<file path="src/rtl/uart_rx_if.sv">
// Byte stream from the serial receiver to the framing block.
// AXI4-Stream subset: single byte per beat, no tlast.
interface uart_rx_if;
    logic       tvalid;
    logic       tready;
    logic [7:0] tdata;

    modport master (
        output tvalid,
        output tdata,
        input  tready
    );

    modport slave (
        input  tvalid,
        input  tdata,
        output tready
    );
endinterface

</file>
<file path="src/rtl/uart_rx.sv">
// 8N1 serial receiver, LSB first, with glitch-start rejection and framing/overrun flags.
// The received byte is held in a single-entry stream register until the consumer takes it.
module uart_rx #(
    parameter int BAUD_DIV = 868
) (
    input  logic      aclk,
    input  logic      areset,
    input  logic      rx,
    uart_rx_if.master rxbyte,
    output logic      frame_error,
    output logic      overrun_error
);

    localparam int              CNT_W     = $clog2(BAUD_DIV);
    localparam logic [CNT_W-1:0] HALF_LOAD = CNT_W'(BAUD_DIV / 2 - 1);
    localparam logic [CNT_W-1:0] BIT_LOAD  = CNT_W'(BAUD_DIV - 1);

    typedef enum logic [2:0] {
        IDLE,
        START,
        DATA,
        STOP,
        BREAK
    } state_t;

    state_t           state;
    state_t           state_next;
    logic             rx_meta;
    logic             rx_s;
    logic [CNT_W-1:0] cnt;
    logic [2:0]       bit_idx;
    logic [7:0]       shift;
    logic             tvalid_q;
    logic [7:0]       tdata_q;

    logic             sample;
    logic             cnt_load;
    logic [CNT_W-1:0] cnt_load_val;
    logic             shift_en;
    logic             byte_done;
    logic             stop_bad;

    assign rxbyte.tvalid = tvalid_q;
    assign rxbyte.tdata  = tdata_q;
    assign sample        = (cnt == '0);

    // Idle-high line, so the synchronizer comes out of reset as "idle".
    always_ff @(posedge aclk) begin
        if (areset) begin
            rx_meta <= 1'b1;
            rx_s    <= 1'b1;
        end else begin
            rx_meta <= rx;
            rx_s    <= rx_meta;
        end
    end

    always_ff @(posedge aclk) begin
        if (areset) begin
            state <= IDLE;
        end else begin
            state <= state_next;
        end
    end

    always_comb begin
        state_next   = state;
        cnt_load     = 1'b0;
        cnt_load_val = BIT_LOAD;
        shift_en     = 1'b0;
        byte_done    = 1'b0;
        stop_bad     = 1'b0;
        case (state)
            IDLE: begin
                if (!rx_s) begin
                    state_next   = START;
                    cnt_load     = 1'b1;
                    cnt_load_val = HALF_LOAD;
                end
            end
            START: begin
                if (sample) begin
                    if (rx_s) begin
                        state_next = IDLE;
                    end else begin
                        state_next = DATA;
                        cnt_load   = 1'b1;
                    end
                end
            end
            DATA: begin
                if (sample) begin
                    shift_en = 1'b1;
                    cnt_load = 1'b1;
                    if (bit_idx == 3'd7) begin
                        state_next = STOP;
                    end
                end
            end
            STOP: begin
                // Returning to IDLE at mid-stop lets a back-to-back start edge be caught.
                if (sample) begin
                    if (rx_s) begin
                        byte_done  = 1'b1;
                        state_next = IDLE;
                    end else begin
                        stop_bad   = 1'b1;
                        state_next = BREAK;
                    end
                end
            end
            BREAK: begin
                if (rx_s) begin
                    state_next = IDLE;
                end
            end
            default: state_next = IDLE;
        endcase
    end

    always_ff @(posedge aclk) begin
        if (areset) begin
            cnt     <= '0;
            bit_idx <= 3'd0;
            shift   <= 8'h00;
        end else begin
            if (cnt_load) begin
                cnt <= cnt_load_val;
            end else if (!sample) begin
                cnt <= cnt - CNT_W'(1);
            end
            if (state != DATA) begin
                bit_idx <= 3'd0;
            end else if (shift_en) begin
                bit_idx        <= bit_idx + 3'd1;
                shift[bit_idx] <= rx_s;
            end
        end
    end

    // A completed byte only replaces the held one if the slot is empty or draining this cycle.
    always_ff @(posedge aclk) begin
        if (areset) begin
            tvalid_q      <= 1'b0;
            tdata_q       <= 8'h00;
            frame_error   <= 1'b0;
            overrun_error <= 1'b0;
        end else begin
            frame_error   <= stop_bad;
            overrun_error <= 1'b0;
            if (byte_done && (!tvalid_q || rxbyte.tready)) begin
                tvalid_q <= 1'b1;
                tdata_q  <= shift;
            end else begin
                if (tvalid_q && rxbyte.tready) begin
                    tvalid_q <= 1'b0;
                end
                if (byte_done) begin
                    overrun_error <= 1'b1;
                end
            end
        end
    end

endmodule

</file>
<file path="src/flat_wrapper.sv">
// flat-port wrapper written by rule: the top's interface ports become plain ports
module uart_rx_flat 
#(
    parameter int BAUD_DIV = 868
)
  (aclk, areset, rx, frame_error, overrun_error, rxbyte_tvalid, rxbyte_tdata, rxbyte_tready);
  uart_rx_if rxbyte_i ();
  input  logic aclk;
  input  logic areset;
  input  logic rx;
  output logic frame_error;
  output logic overrun_error;
  output wire logic [$bits(rxbyte_i.tvalid)-1:0] rxbyte_tvalid;
  output wire logic [$bits(rxbyte_i.tdata)-1:0] rxbyte_tdata;
  input wire logic [$bits(rxbyte_i.tready)-1:0] rxbyte_tready;
  assign rxbyte_tvalid = rxbyte_i.tvalid;
  assign rxbyte_tdata = rxbyte_i.tdata;
  assign rxbyte_i.tready = rxbyte_tready;
  uart_rx #(.BAUD_DIV(BAUD_DIV)) u_core (.aclk(aclk), .areset(areset), .rx(rx), .rxbyte(rxbyte_i), .frame_error(frame_error), .overrun_error(overrun_error));
endmodule
</file>
<file path="config.mk">
export PLATFORM = sky130hd
export DESIGN_NAME = uart_rx_flat
export DESIGN_NICKNAME = d
export VERILOG_FILES = /design/src/rtl/uart_rx_if.sv /design/src/rtl/uart_rx.sv /design/src/flat_wrapper.sv
export SDC_FILE = /design/constraint.sdc
export NUM_CORES = 1
export LEC_CHECK = 0
export ABC_AREA = 1
export CAP_MARGIN = 10
export CORE_UTILIZATION = 57
export DETAILED_ROUTE_END_ITERATION = 12
export PLACE_DENSITY = 0.85
export SLEW_MARGIN = 20
export SYNTH_ARGS = -nofsm -noshare
export SYNTH_HDL_FRONTEND = slang
export SYNTH_SLANG_ARGS = --single-unit
</file>
<file path="constraint.sdc">
create_clock -name aclk -period 2 [get_ports aclk]
set_input_delay 0.4 -clock aclk [delete_from_list [all_inputs] [get_ports aclk]]
set_output_delay 0.4 -clock aclk [all_outputs]
set_load 0.005 [all_outputs]
</file>
Word level (Yosys, flattened, before mapping)
Cells that the tools add are included.
{"block": "word_totals", "register_bits": 37, "in_bits": 4, "output_inout_bits": 11}
{"block": "op_classes", "add_sub_neg": 2, "n_lt_le_gt_ge": 2, "eq_ne": 13, "n_reduce_logical": 13, "n_bitwise": 2, "n_mux": 27}
{"op": "10-bit two-way mux", "count": 4}
{"op": "3-bit two-way mux", "count": 7}
{"op": "3-bit case mux with 5 select lines", "count": 1}
{"op": "1-bit two-way mux", "count": 11}
{"op": "10-bit logical NOT", "count": 1}
{"op": "2-bit by 1-bit inequality test with 1-bit output (second input constant)", "count": 5}
{"op": "10-bit by 1-bit subtractor with 10-bit output (second input constant)", "count": 1}
{"op": "8-bit bitwise mux", "count": 1}
{"op": "3-bit by 2-bit equality test with 1-bit output (second input constant)", "count": 2}
{"op": "3-bit equality test (second input constant)", "count": 2}
{"op": "6-bit AND reduction", "count": 1}
{"op": "2-bit OR reduction", "count": 3}
{"op": "3-bit by 4-bit less-than comparator with 1-bit output (second input constant)", "count": 1}
{"op": "2-bit inequality test (second input constant)", "count": 2}
{"op": "3-bit by 1-bit adder with 3-bit output (second input constant)", "count": 1}
{"op": "1-bit demux with 3-bit select", "count": 1}
{"op": "3-bit by 1-bit equality test with 1-bit output (second input constant)", "count": 1}
{"op": "3-bit by 1-bit >= comparator with 1-bit output (second input constant)", "count": 1}
{"op": "1-bit logical AND", "count": 3}
{"op": "3-bit logical NOT", "count": 1}
{"op": "3-bit by 2-bit inequality test with 1-bit output (second input constant)", "count": 1}
{"op": "1-bit case mux with 3 select lines", "count": 1}
{"op": "2-bit two-way mux", "count": 1}
{"op": "1-bit NOT", "count": 2}
{"op": "other kinds (4)", "count": 4}

Longest topological paths before layout
{"block": "depth", "word_depth": 5, "mapped_depth": 11, "ltp_nobuf": 10}

Least setup slack after synthesis
OpenSTA, ideal clock, no wires.
{"block": "synth_path", "kind": "reg2reg", "from": "register u_core.cnt[0]", "to": "register u_core.tdata_q[0], in the netlist u_core.rxbyte.tdata[0]", "setup_time_ns": 0.113, "path_stages_with_launch": 11, "slack_ns": 0.479, "required_ns": 1.887, "t_arrival_ns": 1.408, "cell_sequence": "dfxtp_1 -> inv_1 -> ha_1 -> inv_1 -> nor2_2 -> nand3_4 -> inv_4 -> nand3_4 -> buf_6 -> nor2_1 -> nor2_1"}
{"block": "synth_via", "elab_chain_len": 4}
{"element": "from (decl)", "line": "uart_rx.sv:30", "source": "logic [CNT_W-1:0] cnt;"}
{"element": "from (signal assigned)", "line": "uart_rx.sv:128", "source": "cnt <= cnt_load_val;"}
{"element": "from (signal assigned)", "line": "uart_rx.sv:130", "source": "cnt <= cnt - CNT_W'(1);"}
{"element": "10-bit logical NOT", "line": "uart_rx.sv:45", "source": "assign sample = (cnt == '0);"}
{"element": "1-bit two-way mux", "line": "uart_rx.sv:102", "source": "if (sample) begin"}
{"element": "1-bit two-way mux", "line": "uart_rx.sv:73", "source": "case (state)"}
{"element": "1-bit logical AND", "line": "uart_rx.sv:151", "source": "if (byte_done && (!tvalid_q || rxbyte.tready)) begin"}
{"element": "to (signal assigned)", "line": "uart_rx.sv:153", "source": "tdata_q <= shift;"}
{"element": "to (decl)", "line": "uart_rx.sv:34", "source": "logic [7:0] tdata_q;"}
No other way between the ends.
A chain may end at the register's enable or synchronous reset.

Worst setup path in the final report
{"block": "layout_path", "from": "register u_core.cnt[0]", "to": "register u_core.tdata_q[3], in the netlist u_core.rxbyte.tdata[3]"}
The elaborated chain is that of the path after synthesis.

==> results.toml <==
[finish]
num_antenna_cells = 0
area_growth_pct = 13.76
fill_cells = 269
fin_cells = 337
final_area_sq_mm = 0.002111
nNetsFinal = 300
drive_gt1_share_pct = 9.556

[global_route]
grt.total_usage_pct = 24.99
grt_pass1_vias = 1630
grt.overflow.total = 0
grt_max_degree = 20
antenna_found_initial = 0
grt_pass1_wl_um = 6624

[status]
outcome = "completed"

[clock_tree]
insertion_delay_ns = 0.35
clk_pin_slew_worst_paths_ns = 0.11
cts_hold_buf = 0
cts_num_sinks = 37
cts_resized = 0
cts_tree = "done"
cts-root-buf = "clkbuf_4"
cts_setup_buffers = 0
cts_htree_levels = 2
numCtsBuffers = 5
cts_buffer_depth = 2

[logic_synthesis]
synth_edf_count = 0
yosys.area.top_type = "dfxtp_1"
syn-instance-count = 275
async_reset_ff_share_pct = 0
post_synth.cell_area_avg_sq_um = 6.747
syn_nets = 283
synth_area_leaders = "dfxtp_1 40%, nand2_1 13%, nor2_1 9.9%"
ys_warn_count = 0
synth_cell_type_count = 24
synth_seq_cells = 37
synthTopCellsByCount = "66 x nand2_1, 49 x nor2_1, 37 x dfxtp_1, 31 x inv_1, 22 x a21oi_1"
synth_ff_type = "dfxtp_1"
post-synth-top-count-cell = "nand2_1"
yosysTopAreaCellShare_pct = 39.92
syn_area_sq_mm = 0.001856
ys_seq_area_share_pct = 39.92

[timing]
max_freq_ghz = 0.5500
worst_pin_slew_ns = 0.4397
period_needed_ns = 1.818
final_hold_viol_count = 0
holdWs_ns = 0.4250
rsz0062_at_grt = "no"
setup_viol = 0
finClkSkew_ns = 0.005040
maxSlewHeadroom_pct = 70.65
fin_crit_sh_pct = 90.90
tns_ns = 0
slew_viol_final = 0

[floorplan]
rows = 20
die_w_um = 59.06
initial_core_util_pct = 60.28
pin_count = 15
core_area_sq_mm = 0.003078
die_area_sq_mm = 0.003487
die_h_um = 59.06

[placed_design]
place.gp.congestion = 0.9268
hpwl_um = 2603
numPortBuffers = 14
dp.cells = 328
dpl_cell_area_sq_mm = 0.002021

[route]
drt_iter0_markers = 59
vias = 1722
drc = 0
viasPerCell = 5.110
drt_wl_total_um = 3737
drt-pass1-iter-count = 4
wl_per_cell_um = 11.09
antenna_left = 0

[setup_path]
worstPathMaxFanout = 17
rrSetupSlack_ns = 0.18
required_ns = 2.25
critPathLaunchType = "register"
crit_type = "register to register"
worst_ep_arrival_time_ns = 2.07
cp-end-kind = "register"

[job]
max-cap-violations = 0

[power_and_ir_drop]
power_mw = 2.247
peakVddDrop_mv = 0.5822
p_leak_nw = 0.9463
powerDensity_mw_per_mm2 = 1065

[hold_path]
min_path_type = "register to register"
[flip-flops by register name (all words and copies together), names as in the netlist]
| signal | count |
|---|---|
| u_core.rx_meta | 1 |
| u_core.bit_idx | 3 |
| u_core.rxbyte.tvalid | 1 |
| u_core.rx_s | 1 |
| u_core.shift | 8 |
| u_core.cnt | 10 |
| u_core.overrun_error | 1 |
| u_core.frame_error | 1 |
| u_core.rxbyte.tdata | 8 |
| u_core.state | 3 |
[cell families (layout without fill, tap and decap cells)]
kind of cell,after synthesis,in the layout,share of synthesized area (%)
simple gates,157,157,38.03
buf+inv,43,61,9.845
flops,37,37,39.92
compound gates,33,33,9.036
fa+ha+maj,4,4,2.697
xor+xnor,1,1,0.4721
[final cells by class]
class	count	area (sq um)	area share (%)
Clock buffer	7	65.06	3.082
Clock inverter	1	5.005	0.2371
Inverter	36	137.6	6.520
Multi-Input combinational cell	195	932.1	44.16
Sequential cell	37	740.7	35.09
Tap cell	44	55.05	2.608
Timing Repair Buffer	17	175.2	8.299
[through the flow]
stage	util, %	setup slack, ns
2_1_floorplan	-	0.4793
3_3_place_gp	65.65	0.2844
3_5_place_dp	65.65	0.2220
4_1_cts	67.93	0.1657
5_1_grt	68.58	0.01174
6_report	68.58	0.1819
[per-layer routing]
| metal | vias to the layer above | part of all wire [%] | GRT usage (%) |
|---|---|---|---|
| met1 | 787 | 48 | 30.14 |
| met5 | - | 0 | 0 |
| met2 | 28 | 47 | 41.88 |
| met4 | 0 | 1.9 | 9.864 |
| li1 | 899 | - | - |
| met3 | 8 | 3.8 | 7.205 |
[report_power, final]
part	total [mW]	leakage, nW	internal, mW	switching (mW)
Combinational	0.861	0.604	0.304	0.557
Clock	0.456	0.0413	0.204	0.253
Sequential	0.930	0.301	0.838	0.0922
Total	2.25	0.946	1.35	0.902
[cell usage in the layout (no fill, tap or decap), types with 4 or more instances in the layout]
| cell type | Yosys | layout |
|---|---|---|
| clkbuf_4 | 0 | 5 |
| nor3_1 | 6 | 6 |
| a21oi_1 | 22 | 22 |
| nor2_1 | 49 | 49 |
| nand2_1 | 66 | 66 |
| dfxtp_1 | 37 | 37 |
| o21ai_0 | 9 | 9 |
| clkdlybuf4s50_1 | 0 | 14 |
| inv_1 | 31 | 31 |
| or2_2 | 4 | 4 |
| ha_1 | 4 | 4 |
| inv_2 | 4 | 4 |
| nand3_1 | 21 | 21 |
[final timing paths]
| kind | startpoint | endpoint | depth (start not counted) |
|---|---|---|---|
| worst min-delay path | u_core.rx_meta | u_core.rx_s | 1 |
| worst min register to register | u_core.rx_meta | u_core.rx_s | 1 |
| worst max-delay path | u_core.cnt[0] | u_core.rxbyte.tdata[3] | 9 |
| worst max register to register | u_core.cnt[0] | u_core.rxbyte.tdata[3] | 9 |
[worst max-delay path, cell delays in order, from the launching register on]
cell and delay [ns]:
dfxtp_1 0.35, inv_1 0.16, ha_1 0.17, inv_1 0.04, nor2_2 0.17, nand3_4 0.23, inv_4 0.17, nand3_4 0.19
nor2_1 0.17, nor2_1 0.06
Power figures use the tool's default switching activity.
==> patch: new RTL, same flow settings <==
`BAUD_DIV` is set to 868 in 2 places; all go to 1736.
--- a/src/rtl/uart_rx.sv
+++ b/src/rtl/uart_rx.sv
@@ -1,7 +1,7 @@
 // 8N1 serial receiver, LSB first, with glitch-start rejection and framing/overrun flags.
 // The received byte is held in a single-entry stream register until the consumer takes it.
 module uart_rx #(
-    parameter int BAUD_DIV = 868
+    parameter int BAUD_DIV = 1736
 ) (
     input  logic      aclk,
     input  logic      areset,
--- a/src/flat_wrapper.sv
+++ b/src/flat_wrapper.sv
@@ -1,7 +1,7 @@
 // flat-port wrapper written by rule: the top's interface ports become plain ports
 module uart_rx_flat 
 #(
-    parameter int BAUD_DIV = 868
+    parameter int BAUD_DIV = 1736
 )
   (aclk, areset, rx, frame_error, overrun_error, rxbyte_tvalid, rxbyte_tdata, rxbyte_tready);
   uart_rx_if rxbyte_i ();
Check against the original RTL: same outputs for any inputs over 10 cycles, from zero or initial values and one cycle with areset high; that may be too few to reach the edited logic, so the function may still have changed.
==> patch against the original RTL <==
Cell area up 3.8%; synthesized area grew 5.2%; critical path depth unchanged; die area grew 5.0%; worst setup slack gained 0.039 ns; routed wire length up 8.6%; power up 10%; sequential cell count increased by 1; largest power group is now combinational cells; critical path type unchanged; final cell count is the same.
==> patch: results (changes against the original RTL) <==
----------------------------------------------------
[Clocking]
  Library cell used as clock root buffer ... sky130_fd_sc_hd__clkbuf_4
  # H-tree levels ... 2 (unchanged)
  Max Buffers Root-to-Sink ... 2 (unchanged)
  Inserted Clock Buffers ... 5 (unchanged)

[Place]
  DP Wirelength ... 3054 um (+17%)
  Number of port buffers ... 14 (unchanged)
  Placement-stage worst setup slack ... 0.1684 ns (-0.05361 ns)
  Global placer's final weighted congestion ... 0.8882 (-4.2%)

[Timing]
  Max Freq ... 0.5620 GHz (+2.2%)
  Final worst clock skew ... 0.003690 ns (-0.001350 ns)
  Transition time at the pin with the least slew margin ... 0.4864 ns (+0.04672 ns)

[Global route]
  Number of global-route vias before repair ... 1558 (-4.4%)
  Routing usage on met3 ... 6.823% (-0.38 points)
  Global routing met2 resource utilization ... 42.54% (+0.66 points)
  Global routing met1 resource utilization ... 30.25% (+0.11 points)
  Maximum number of pins on one net before global-route repair ... 17 (-15%)
  First-pass GRT wire length ... 6672 um (+0.72%)
  All-Layer GR Usage ... 25.08% (+0.090 points)

[Worst setup path]
  Register-to-register setup slack ... 0.22 ns (+0.04 ns)
  Crit Path Category ... flop to flop
  Worst setup path startpoint ... u_core.cnt[0]$_SDFFE_PP0P_
  Max Fanout on Critical Path ... 9 (-8)
  Critical register-to-register path endpoint ... u_core.state[1]$_SDFFE_PP0P_
  R2r worst-path depth ... 9 (unchanged)

[Routing]
  M1 WL ... 1822 um (+2.1%)
  Average detailed-routed wire length per instance ... 12.04 um (+8.6%)
  Amount of wire on met3 after detailed routing ... 194 um (+37%)
  Top layer in use ... met4
  Amount of wire on met2 after detailed routing ... 1991 um (+14%)
  Count of routing violations after the opening detailed-route iteration ... 86 (+46%)
  Drt via density ... 5.261 (+3.0%)

[Logic synthesis]
  Distinct cell type count after synthesis ... 33 (+38%)
  Post-synth top cells ... sky130_fd_sc_hd__nand2_1, sky130_fd_sc_hd__nor2_1, sky130_fd_sc_hd__dfxtp_1
  Most area-consuming cells after synthesis ... sky130_fd_sc_hd__dfxtp_1, sky130_fd_sc_hd__nand2_1, sky130_fd_sc_hd__nor2_1
  Sequential fraction of the synthesis area ... 38.97% (-0.94 points)
  Yosys warning total ... 0 (unchanged)

[Finish]
  Count of antenna diodes in the layout ... 0 (unchanged)
  Register ranked first by flip-flop count ... u_core.cnt
  Final net count ... 301 (+0.33%)
  Number of fill cells ... 266 (-1.1%)
  Max reg flops ... 11 (+1)
  Layout cell share with drive strength beyond 1 ... 12.97% (+3.4 points)

[Power]
  Power share of the sequential group ... 39.3% (-2.1 points)
  Total leakage power ... 1.000 nW (+5.7%)
  Clk pwr share ... 15.1% (-5.2 points)
  Power spent charging and discharging nets ... 1.099 mW (+22%)
  Largest vdd supply drop ... 1024 uV (+76%)
  Internal Dissipation ... 1.383 mW (+2.8%)

[Hold path]
  Class of the tightest hold or removal check ... flop to flop

[Outcome]
  Status ... finished clean

----------------------------------------------------
patch: changes by cell type in the layout (fill, tap and decap cells not counted), moves of 3 or more:
cell / unedited run / this run
sky130_fd_sc_hd__a21oi_1: 22 / 18
sky130_fd_sc_hd__nand2_1: 66 / 62
sky130_fd_sc_hd__nand2_2: 2 / 5
sky130_fd_sc_hd__nand3_1: 21 / 11
sky130_fd_sc_hd__nor2_1: 49 / 40
sky130_fd_sc_hd__nor2_4: 1 / 5
sky130_fd_sc_hd__o21ai_0: 9 / 16
sky130_fd_sc_hd__xor2_1: 0 / 3
patch: layout make-up:
cell class,instances,area [um^2],area share [%]
clock buffers,5,37.54,1.713
clock inverters,2,10.01,0.4569
inverters,36,138.9,6.339
multi-input cells,194,1018,46.49
flip-flops and latches,38,760.7,34.72
well taps,44,55.05,2.513
repair buffers,18,170.2,7.767
patch: worst min path at each step:
stage / from / to / depth (start not counted)
after floorplan: u_core.rx_meta$_SDFF_PP1_ / u_core.rx_s$_SDFF_PP1_ / 1
after global placement: u_core.rx_meta$_SDFF_PP1_ / u_core.rx_s$_SDFF_PP1_ / 1
after detailed placement: u_core.rx_meta$_SDFF_PP1_ / u_core.rx_s$_SDFF_PP1_ / 1
after CTS: u_core.rx_meta$_SDFF_PP1_ / u_core.rx_s$_SDFF_PP1_ / 1
after global routing: u_core.rx_meta$_SDFF_PP1_ / u_core.rx_s$_SDFF_PP1_ / 1
final: u_core.rx_meta$_SDFF_PP1_ / u_core.rx_s$_SDFF_PP1_ / 1
patch: worst register-to-register path: stages (launching register included):
cell                      delay, ns
sky130_fd_sc_hd__dfxtp_1       0.34
sky130_fd_sc_hd__inv_1         0.13
sky130_fd_sc_hd__ha_1          0.20
sky130_fd_sc_hd__nand2_1       0.09
sky130_fd_sc_hd__nor2_4        0.17
sky130_fd_sc_hd__nand3_2       0.18
sky130_fd_sc_hd__buf_4         0.21
sky130_fd_sc_hd__a21oi_1       0.16
sky130_fd_sc_hd__nand3_1       0.10
sky130_fd_sc_hd__a21oi_1       0.14
patch: per-stage QoR:
| stage | cell area [um^2] | std cells | hold slack [ns] |
|---|---|---|---|
| after floorplan | 1952 | 275 | 0.3895 |
| after global placement | 2133 | 330 | 0.3919 |
| after detailed placement | 2133 | 330 | 0.4035 |
| after CTS | 2181 | 337 | 0.4303 |
| after global routing | 2191 | 337 | 0.4514 |
| final | 2191 | 337 | 0.4238 |
patch: cell families (layout without fill, tap and decap cells):
group | count (synthesis) | after routing | synth area share [%]
and+or+nand+nor | 144 | 144 | 35.77
buffers and inverters | 43 | 61 | 9.359
AOI/OAI and AO/OA | 42 | 42 | 11.54
DFF | 38 | 38 | 38.97
adders and majority gates | 4 | 4 | 2.564
xor gates and xnor gates | 4 | 4 | 1.795
